`src/rtl/axi_rd_burst_mngr.sv`:
```
// axi_rd_burst_mngr
// Read-channel master for a single requester (e.g. the data cache). A start
// pulse requests the read arbiter, issues one AR transfer for a 16-byte-aligned
// address, collects a 4-beat 32-bit R burst with a matching ID and packs it
// into a 128-bit line. The line is returned with a one-cycle valid strobe, and
// a one-cycle finish pulse releases the arbiter.
//
// Ports:
//   clk, rst_n                 clock, async active-low reset
//   req_rq / gnt_rq            arbiter request / grant
//   arvalid/arready/arid/araddr  AR channel
//   rvalid/rready/rid/rdata/rlast R channel
//   rstart_rq, rin_addr        start pulse and address from the requester
//   rnext_rq, rnext_id         ID-consumed pulse and internal ID counter
//   next_rid                   ID to drive on the next AR
//   rdat_m_data/rdat_m_valid   assembled line and its one-cycle strobe
//   finish_mrd                 end-of-transaction pulse to the arbiter
//
// Optional feature (macro RDMNGR_RLAST_TERM_EN): the burst also ends on the
// first accepted beat carrying rlast; words not yet filled are zeroed.
module axi_rd_burst_mngr #(
  parameter logic [3:0] ID_RST = 4'd0,
  parameter int         BEATS  = 4
) (
  input  logic         clk,
  input  logic         rst_n,
  output logic         req_rq,
  input  logic         gnt_rq,
  output logic         arvalid,
  input  logic         arready,
  output logic [3:0]   arid,
  output logic [31:0]  araddr,
  input  logic         rvalid,
  output logic         rready,
  input  logic [3:0]   rid,
  input  logic [31:0]  rdata,
  input  logic         rlast,
  input  logic         rstart_rq,
  input  logic [31:0]  rin_addr,
  output logic         rnext_rq,
  output logic [3:0]   rnext_id,
  input  logic [3:0]   next_rid,
  output logic [127:0] rdat_m_data,
  output logic         rdat_m_valid,
  output logic         finish_mrd
);

  typedef enum logic [2:0] {IDLE, REQ, ADDR, DATA, DONE} state_t;

  state_t                 state_q, state_d;
  logic [31:0]            addr_q;
  logic [3:0]             arid_q;
  logic [3:0]             id_cnt_q;
  logic [1:0]             beat_q;
  logic [BEATS-1:0][31:0] data_q;

  logic ar_hs, beat_acc, beat_last;

  assign ar_hs    = (state_q == ADDR) && arready;
  // Beats tagged with a foreign ID are still handshaken (rready is high) but dropped.
  assign beat_acc = (state_q == DATA) && rvalid && (rid == arid_q);

`ifdef RDMNGR_RLAST_TERM_EN
  assign beat_last = beat_acc && ((beat_q == 2'(BEATS-1)) || rlast);
`else
  assign beat_last = beat_acc && (beat_q == 2'(BEATS-1));
  logic unused_rlast;
  assign unused_rlast = rlast;
`endif

  always_ff @(posedge clk or negedge rst_n) begin
    if (!rst_n) state_q <= IDLE;
    else        state_q <= state_d;
  end

  always_comb begin
    state_d      = state_q;
    req_rq       = 1'b0;
    arvalid      = 1'b0;
    rready       = 1'b0;
    rdat_m_valid = 1'b0;
    finish_mrd   = 1'b0;
    unique case (state_q)
      IDLE: if (rstart_rq) state_d = REQ;
      REQ: begin
        req_rq = 1'b1;
        if (gnt_rq) state_d = ADDR;
      end
      ADDR: begin
        req_rq  = 1'b1;
        arvalid = 1'b1;
        if (arready) state_d = DATA;
      end
      DATA: begin
        req_rq = 1'b1;
        rready = 1'b1;
        if (beat_last) state_d = DONE;
      end
      DONE: begin
        rdat_m_valid = 1'b1;
        finish_mrd   = 1'b1;
        state_d      = IDLE;
      end
      default: state_d = IDLE;
    endcase
  end

  always_ff @(posedge clk or negedge rst_n) begin
    if (!rst_n) begin
      addr_q   <= '0;
      arid_q   <= '0;
      id_cnt_q <= ID_RST;
      beat_q   <= '0;
      data_q   <= '0;
    end else begin
      if (state_q == IDLE && rstart_rq) addr_q <= {rin_addr[31:4], 4'b0};
      if (state_q == REQ && gnt_rq)     arid_q <= next_rid;
      if (ar_hs) begin
        id_cnt_q <= id_cnt_q + 4'd1;
        beat_q   <= '0;
      end else if (beat_acc) begin
        beat_q <= beat_q + 2'd1;
      end
      for (int k = 0; k < BEATS; k++) begin
        if (beat_acc && beat_q == 2'(k)) data_q[k] <= rdata;
`ifdef RDMNGR_RLAST_TERM_EN
        // Early termination: clear the words the short burst never reaches.
        else if (beat_acc && rlast && 2'(k) > beat_q) data_q[k] <= '0;
`endif
      end
    end
  end

  assign araddr      = addr_q;
  assign arid        = arid_q;
  assign rnext_rq    = ar_hs;
  assign rnext_id    = id_cnt_q;
  assign rdat_m_data = data_q;

endmodule

```
`config.mk`:
```
export PLATFORM = sky130hd
export DESIGN_NAME = axi_rd_burst_mngr
export DESIGN_NICKNAME = d
export VERILOG_FILES = /design/src/rtl/axi_rd_burst_mngr.sv
export SDC_FILE = /design/constraint.sdc
export NUM_CORES = 1
export LEC_CHECK = 0
export CAP_MARGIN = 20
export CORE_UTILIZATION = 30
export DETAILED_ROUTE_END_ITERATION = 12
export PLACE_DENSITY_LB_ADDON = 0.1
export SKIP_CTS_REPAIR_TIMING = 1
export SLEW_MARGIN = 20
export SYNTH_ARGS = -nofsm -noshare
export SYNTH_HDL_FRONTEND = slang
export SYNTH_SLANG_ARGS = --single-unit
```
`constraint.sdc`:
```
create_clock -name clk -period 2.6 [get_ports clk]
set_clock_uncertainty 0.15 [all_clocks]
set_input_delay 0.52 -clock clk [delete_from_list [all_inputs] [get_ports clk]]
set_output_delay 0.52 -clock clk [all_outputs]
set_load 0.05 [all_outputs]
```
==> results of run 1 <==
cell families (layout without fill, tap and decap cells):
logic type	count (synthesis)	count (layout)
AOI/OAI and AO/OA	5	5
xor gates and xnor gates	7	7
adders and majority gates	5	5
buffers and inverters	26	299
DFF	169	169
muxes	162	162
other	1	4
and+or+nand+nor	22	22
where the power goes:
part	switching [W]	leakage, nW	internal (W)
clock network	0.00117	0.291	0.00139
logic	0.00444	2.45	0.00277
registers	0.000558	2.24	0.00358
state kept, by name, summed over array words and instances (netlist names):
name	flops
rdat_m_data	128
araddr	28
arid	4
rnext_id	4
state_q	3
beat_q	2
final cells by class:
class / count / area, um^2
clock inverters: 14 / 153.9
repair buffers: 264 / 2746
flip-flops and latches: 169 / 4229
fillers: 2005 / 12230
well taps: 285 / 356.6
multi-input cells: 205 / 2546
inverters: 3 / 11.26
clock buffers: 18 / 439.2
cell usage in the layout (no fill, tap or decap), drive strengths merged:
| cell type | n |
|---|---|
| clkdlybuf4s50 | 236 |
| dfrtp | 169 |
| mux2 | 161 |
| buf | 26 |
| clkbuf | 18 |
| inv | 12 |
| nand4 | 6 |
| xor2 | 5 |
| ha | 5 |
| conb | 4 |
| nor2 | 3 |
| nor3 | 3 |
| clkinv | 3 |
| and3 | 2 |
| a41o | 2 |
| nand2 | 2 |
| xnor2 | 2 |
| nor3b | 2 |
| and2 | 1 |
| nor4 | 1 |
| and4 | 1 |
| a21oi | 1 |
| nand2b | 1 |
| mux2i | 1 |
| a311oi | 1 |
| a311o | 1 |
| bufinv | 1 |
| clkinvlp | 1 |
| dlygate4sd3 | 1 |
| dlymetal6s2s | 1 |
through the flow:
stage,area [um^2],cells,utilization (%)
after floorplan,6984,400,-
after global placement,9877,925,43.49
after detailed placement,9877,925,43.49
after CTS,10470,957,46.10
after global routing,10480,958,46.16
final,10480,958,46.16
worst max path at each step:
stage                                         endpoint  cells after the start  slack, ns                   start
after global routing                            rready                      4      0.001  state_q[2]$_DFFE_PN0P_
after global placement    rdat_m_data[120]$_DFFE_PN0P_                      7     0.0005                  rid[3]
after CTS                                       req_rq                      3      0.006  state_q[0]$_DFFE_PN0P_
after detailed placement  rdat_m_data[124]$_DFFE_PN0P_                      7      -0.03                  rid[3]
final                                           rready                      4       0.12  state_q[2]$_DFFE_PN0P_
after floorplan                rnext_id[1]$_DFFE_PN0P_                      4      -0.05  state_q[0]$_DFFE_PN0P_
metal layers:
layer	vias up	track usage [%]	wire, um
li1	1928	-	-
met1	2153	19.57	7692
met2	121	24.99	8562
met3	16	3.783	770
met4	0	5.611	292
met5	-	0	0
worst max-delay path, delay by kind of cell, from the launching register on:
kind          cells  cell delay [ns]
buf+inv           3             0.50
flops             1             0.44
simple gates      1             0.44
==> results.sh, run 1 <==
export IMPL_postSynthCellCount=397
export IMPL_synthSimpleGateAreaFrac_pct=2.891
export IMPL_count_of_final_max_slew_check_failures=0
export IMPL_timing_hold_worst_class="flip-flop to flip-flop"
export IMPL_post_detailed_placement_half_perimeter_wirelength_mm=12.14
export IMPL_cp_startpoint_kind="flip-flop"
export IMPL_synth_seq_area_share_pct=60.69
export IMPL_timing_critical_path_slowest_cell_delay_ns=0.44
export IMPL_numCtsBuffers=17
export IMPL_largest_family_of_logic_cells_by_synthesized_area="multiplexers"
export IMPL_worst_r2r_path_depth=6
export IMPL_initial_antenna_violation_count=0
export IMPL_reg2reg_to="rdat_m_data[10]$_DFFE_PN0P_"
export IMPL_clkTransAtPathRegs_ns=0.07
export IMPL_timing_worst_slew_pin_value_ns=0.6016
export IMPL_synth_warnings=0
export IMPL_via_count=4218
export IMPL_path_max_fanout=6
export IMPL_leakage_nw=4.975
export IMPL_multiplexer_share_of_the_synthesized_area_pct=30.96
export IMPL_ff2ff_setup_slack_ns=0.52
export IMPL_postRouteWirelength_mm=17.32
export IMPL_ant_nets=0
export IMPL_area_growth_synth_to_final_pct=50.44
export IMPL_hold_slack_ns=0.3379
export IMPL_final_nets=744
export IMPL_post_synth_instance_area_mm2=0.006968
export IMPL_hp_start="rnext_id[3]$_DFFE_PN0P_"
export IMPL_grt_pass1_vias=4624
export IMPL_cts_path_max_buffers=2
export IMPL_postLayoutSetupSlackWorst_ns=0.1187
export IMPL_first_pass_iters=4
export IMPL_die_height_um=154.4
export IMPL_ir_worst_vdd_mv=0.5904
export IMPL_grt_pass1_wl_mm=27.52
export IMPL_ys_async_sr_fraction_pct=100.0
export IMPL_coreArea_mm2=0.02271
export IMPL_area_fraction_in_compound_gates_after_synthesis_pct=0.6285
export IMPL_final_setup_tns_ns=0
export IMPL_worst_skew_pair_latency_ns=0.42
export IMPL_die_area_mm2=0.02384
export IMPL_avgRoutedWirePerCell_um=18.08
export IMPL_cts_root_buf="clkbuf_16"
export IMPL_overflow=0
export IMPL_hold_path_cell_count=1
export IMPL_post_route_cells_drive_above_1_share_pct=33.43
export IMPL_fmax_mhz=403.0
export IMPL_critPathArrivalTime_ns=1.81
export IMPL_setup_viol_count_final=0
export IMPL_synth_edff_count=0
export IMPL_final_period_minus_worst_setup_slack_ns=2.481
export IMPL_timing_slew_headroom_pct=59.89
export IMPL_worstHoldEndpoint="rnext_id[3]$_DFFE_PN0P_"
export IMPL_synthFlopType="dfrtp_1"
export IMPL_slowest_stage_cell_cp="dfrtp_1"
export IMPL_unrepaired_setup_endpoints_after_global_routing="false"
export IMPL_fin_total_pwr_w=0.01391
export IMPL_final_period_utilization_pct=95.43
export IMPL_numClockSinks=169
export IMPL_cp_required_ns=1.93
export IMPL_grt_start_max_net_pins=58
export IMPL_initial_util_pct=30.68
export IMPL_power_density_cell_area_mw_per_mm2=1327
export IMPL_clock_tree_htree_level_count=4
export IMPL_endpoint_kind="output pin"
export IMPL_syn_area_per_cell_um2=17.55
export IMPL_synth_top_area_cell="dfrtp_1"
export IMPL_critical_path_cell_chain="inv_1 > and3_1 > buf_4 > buf_12"
export IMPL_max_cap_violations=0
export IMPL_startpoint_of_the_worst_register_to_register_path="arid[3]$_DFFE_PN0P_"
export IMPL_flip_flop_and_latch_count_after_synthesis=169
export IMPL_post_synth_fa_ha_maj_area_fraction_pct=0.8978
export IMPL_synth_cell_count_leaders="dfrtp_1 (169), mux2_4 (89), mux2_2 (72)"
export IMPL_yosys_area_share_xor_xnor_pct=0.8799
export IMPL_initialDrtViolationCount=139
export IMPL_synth_area_leaders="dfrtp_1 (61%), mux2_4 (19%), mux2_2 (12%)"
export IMPL_ios=253
export IMPL_per_cell_via_count_in_the_routed_design=4.403
export IMPL_numPortBuffers=243
export IMPL_rows=55
export IMPL_final_hold_viol_count=0
export IMPL_synth_most_common_cell="dfrtp_1"
export IMPL_pre_cts_slack_ns=-0.02978
export IMPL_yosysUniqueCellTypes=29
export IMPL_grt_util_all_layers_pct=15.28
export IMPL_critPathKind="flip-flop to output pin"
export IMPL_synth_largest_type_area_fraction_pct=60.69
export IMPL_drcViolationCount=0
export IMPL_chipWidth_um=154.4
export IMPL_status="complete, no violations"
export IMPL_globalplace_congestion=0.7260
export IMPL_diodes=0
export IMPL_cts_tree="built"
Power figures use the tool's default switching activity.
==> run 2: changes to the inputs <==
- PLACE_DENSITY_LB_ADDON: 0.1 -> 0.3
==> run 2 against run 1 <==
Compared with the run above:
- via count increased by 2.2%
- clock power decreased by 2%
- maximum frequency increased by 2.8%
- setup slack improved by 0.068 ns
- register-to-register slack about the same
- power decreased by 0.13%
- non-clock buffer count decreased by 2
==> results.sh, run 2 (synthesis results as in run 1) <==
export IMPL_status="complete, no violations"
export IMPL_hp_start="rnext_id[3]$_DFFE_PN0P_"
export IMPL_layout_commonest_cell="clkdlybuf4s50_1"
export IMPL_ff2ff_setup_slack_ns=0.53
export IMPL_placed_cell_area_mm2=0.009849
export IMPL_grt_start_max_net_pins=56
export IMPL_first_pass_iters=4
export IMPL_ios=253
export IMPL_chipWidth_um=154.4
export IMPL_fill_cells=2004
export IMPL_numPortBuffers=243
export IMPL_initial_antenna_violation_count=1
export IMPL_worst_setup_path_startpoint="state_q[0]$_DFFE_PN0P_"
export IMPL_cp_startpoint_kind="flip-flop"
export IMPL_reg2reg_to="rdat_m_data[17]$_DFFE_PN0P_"
export IMPL_post_route_cells_drive_above_1_share_pct=32.94
export IMPL_count_of_final_max_slew_check_failures=0
export IMPL_cts_root_buf="clkbuf_16"
export IMPL_die_area_mm2=0.02384
export IMPL_rows=55
export IMPL_cts_path_max_buffers=2
export IMPL_worst_r2r_path_depth=6
export IMPL_final_cell_area_mm2=0.01045
export IMPL_max_cap_violations=0
export IMPL_mostFrequentLayoutCells="clkdlybuf4s50_1 (236), dfrtp_1 (169), mux2_4 (89)"
export IMPL_flip_flop_count_of_the_largest_register_all_copies_and_words_added=128
export IMPL_overflow=0
export IMPL_startpoint_of_the_worst_register_to_register_path="arid[3]$_DFFE_PN0P_"
export IMPL_final_period_utilization_pct=92.84
export IMPL_per_cell_via_count_in_the_routed_design=4.505
export IMPL_final_period_minus_worst_setup_slack_ns=2.414
export IMPL_leakage_nw=4.961
export IMPL_slowest_stage_cell_cp="dfrtp_1"
export IMPL_final_nets=742
export IMPL_via_count=4311
export IMPL_fmax_mhz=414.3
export IMPL_critical_path_cell_chain="nor3b_2 > and2_1 > buf_12"
export IMPL_power_density_cell_area_mw_per_mm2=1330
export IMPL_initialDrtViolationCount=126
export IMPL_path_max_fanout=8
export IMPL_grt_pass1_wl_mm=27.66
export IMPL_endpoint_kind="output pin"
export IMPL_timing_worst_slew_pin_value_ns=0.5647
export IMPL_critPathKind="flip-flop to output pin"
export IMPL_drcViolationCount=0
export IMPL_worst_path_buf_inv=1
export IMPL_crit_family="simple AND/OR/NAND/NOR gates"
export IMPL_globalplace_congestion=0.7247
export IMPL_grt_util_all_layers_pct=15.22
export IMPL_avgRoutedWirePerCell_um=18.29
export IMPL_numCtsBuffers=17
export IMPL_critPathArrivalTime_ns=1.74
export IMPL_timing_critical_path_to="rnext_rq"
export IMPL_pre_cts_slack_ns=-0.03459
export IMPL_setup_viol_count_final=0
export IMPL_cp_num_cells=3
export IMPL_area_growth_synth_to_final_pct=49.94
export IMPL_ant_nets=0
export IMPL_worst_skew_pair_latency_ns=0.41
export IMPL_initial_util_pct=30.68
export IMPL_die_height_um=154.4
export IMPL_grt_pass1_vias=4825
export IMPL_timing_slew_headroom_pct=62.29
export IMPL_postRouteWirelength_mm=17.50
export IMPL_postLayoutSetupSlackWorst_ns=0.1863
export IMPL_unrepaired_setup_endpoints_after_global_routing="false"
export IMPL_cp_required_ns=1.93
export IMPL_clkTransAtPathRegs_ns=0.06
export IMPL_coreArea_mm2=0.02271
export IMPL_ir_worst_vdd_mv=0.6978
export IMPL_numClockSinks=169
export IMPL_cts_tree="built"
export IMPL_timing_hold_worst_class="flip-flop to flip-flop"
export IMPL_timing_critical_path_slowest_cell_delay_ns=0.47
export IMPL_post_detailed_placement_half_perimeter_wirelength_mm=12.16
export IMPL_final_hold_viol_count=0
export IMPL_clock_tree_htree_level_count=4
## run 2: cell count changes in the layout (fill, tap and decap cells not counted)
cell | previous run | this run
buf_12 | 13 | 12
buf_4 | 12 | 11
bufinv_16 | 1 | 2
clkbuf_1 | 0 | 2
clkbuf_8 | 1 | 2
clkinv_2 | 1 | 4
clkinv_4 | 1 | 4
clkinv_8 | 1 | 0
diode_2 | 0 | 1
inv_6 | 6 | 0
inv_8 | 3 | 0
## run 2: final cells by class
class,instances,area [um^2],area share (%)
Sequential cell,169,4229,40.48
Tap cell,285,356.6,3.413
Clock buffer,21,460.4,4.407
Clock inverter,11,122.6,1.174
Inverter,3,11.26,0.1078
Multi-Input combinational cell,205,2546,24.37
Timing Repair Buffer,262,2719,26.02
Antenna cell,1,2.502,0.02395
## run 2: metrics by stage
| stage | power [W] | setup TNS [ns] | hold slack (ns) | util, % | instances |
|---|---|---|---|---|---|
| 6_report | 0.01389 | 0 | 0.3357 | 46.01 | 957 |
| 5_1_grt | 0.01444 | 0 | 0.3484 | 46.01 | 957 |
| 4_1_cts | 0.01404 | -0.03301 | -0.08470 | 45.94 | 955 |
| 3_5_place_dp | 0.01146 | -1.453 | 0.3246 | 43.37 | 923 |
| 3_3_place_gp | 0.01134 | 0 | 0.3222 | 43.37 | 923 |
| 2_1_floorplan | 0.008884 | -0.1365 | 0.07441 | - | 400 |
## run 2: metal layers
layer	part of all wire (%)	wire length, um	GRT usage, %
met1	42	7345	18.19
met2	52	9040	26.74
met3	4.5	783	3.502
met4	1.9	330	5.422
met5	0	0	0
## run 2: worst min-delay path by stage
stage / depth (start not counted) / slack [ns] / to
global placement: 1 / 0.32 / rnext_id[3]$_DFFE_PN0P_
global route: 1 / 0.35 / rnext_id[3]$_DFFE_PN0P_
CTS: 1 / -0.08 / araddr[25]$_DFFE_PN0P_
floorplan: 0 / 0.07 / araddr[10]$_DFFE_PN0P_
detailed placement: 1 / 0.32 / rnext_id[3]$_DFFE_PN0P_
finish: 1 / 0.34 / rnext_id[3]$_DFFE_PN0P_
## run 2: power breakdown
group | switching [W] | internal (W) | total [W]
logic | 0.00444 | 0.00276 | 0.00721
registers | 0.000587 | 0.00358 | 0.00417
clock network | 0.00105 | 0.00147 | 0.00252
total | 0.00608 | 0.00782 | 0.0139
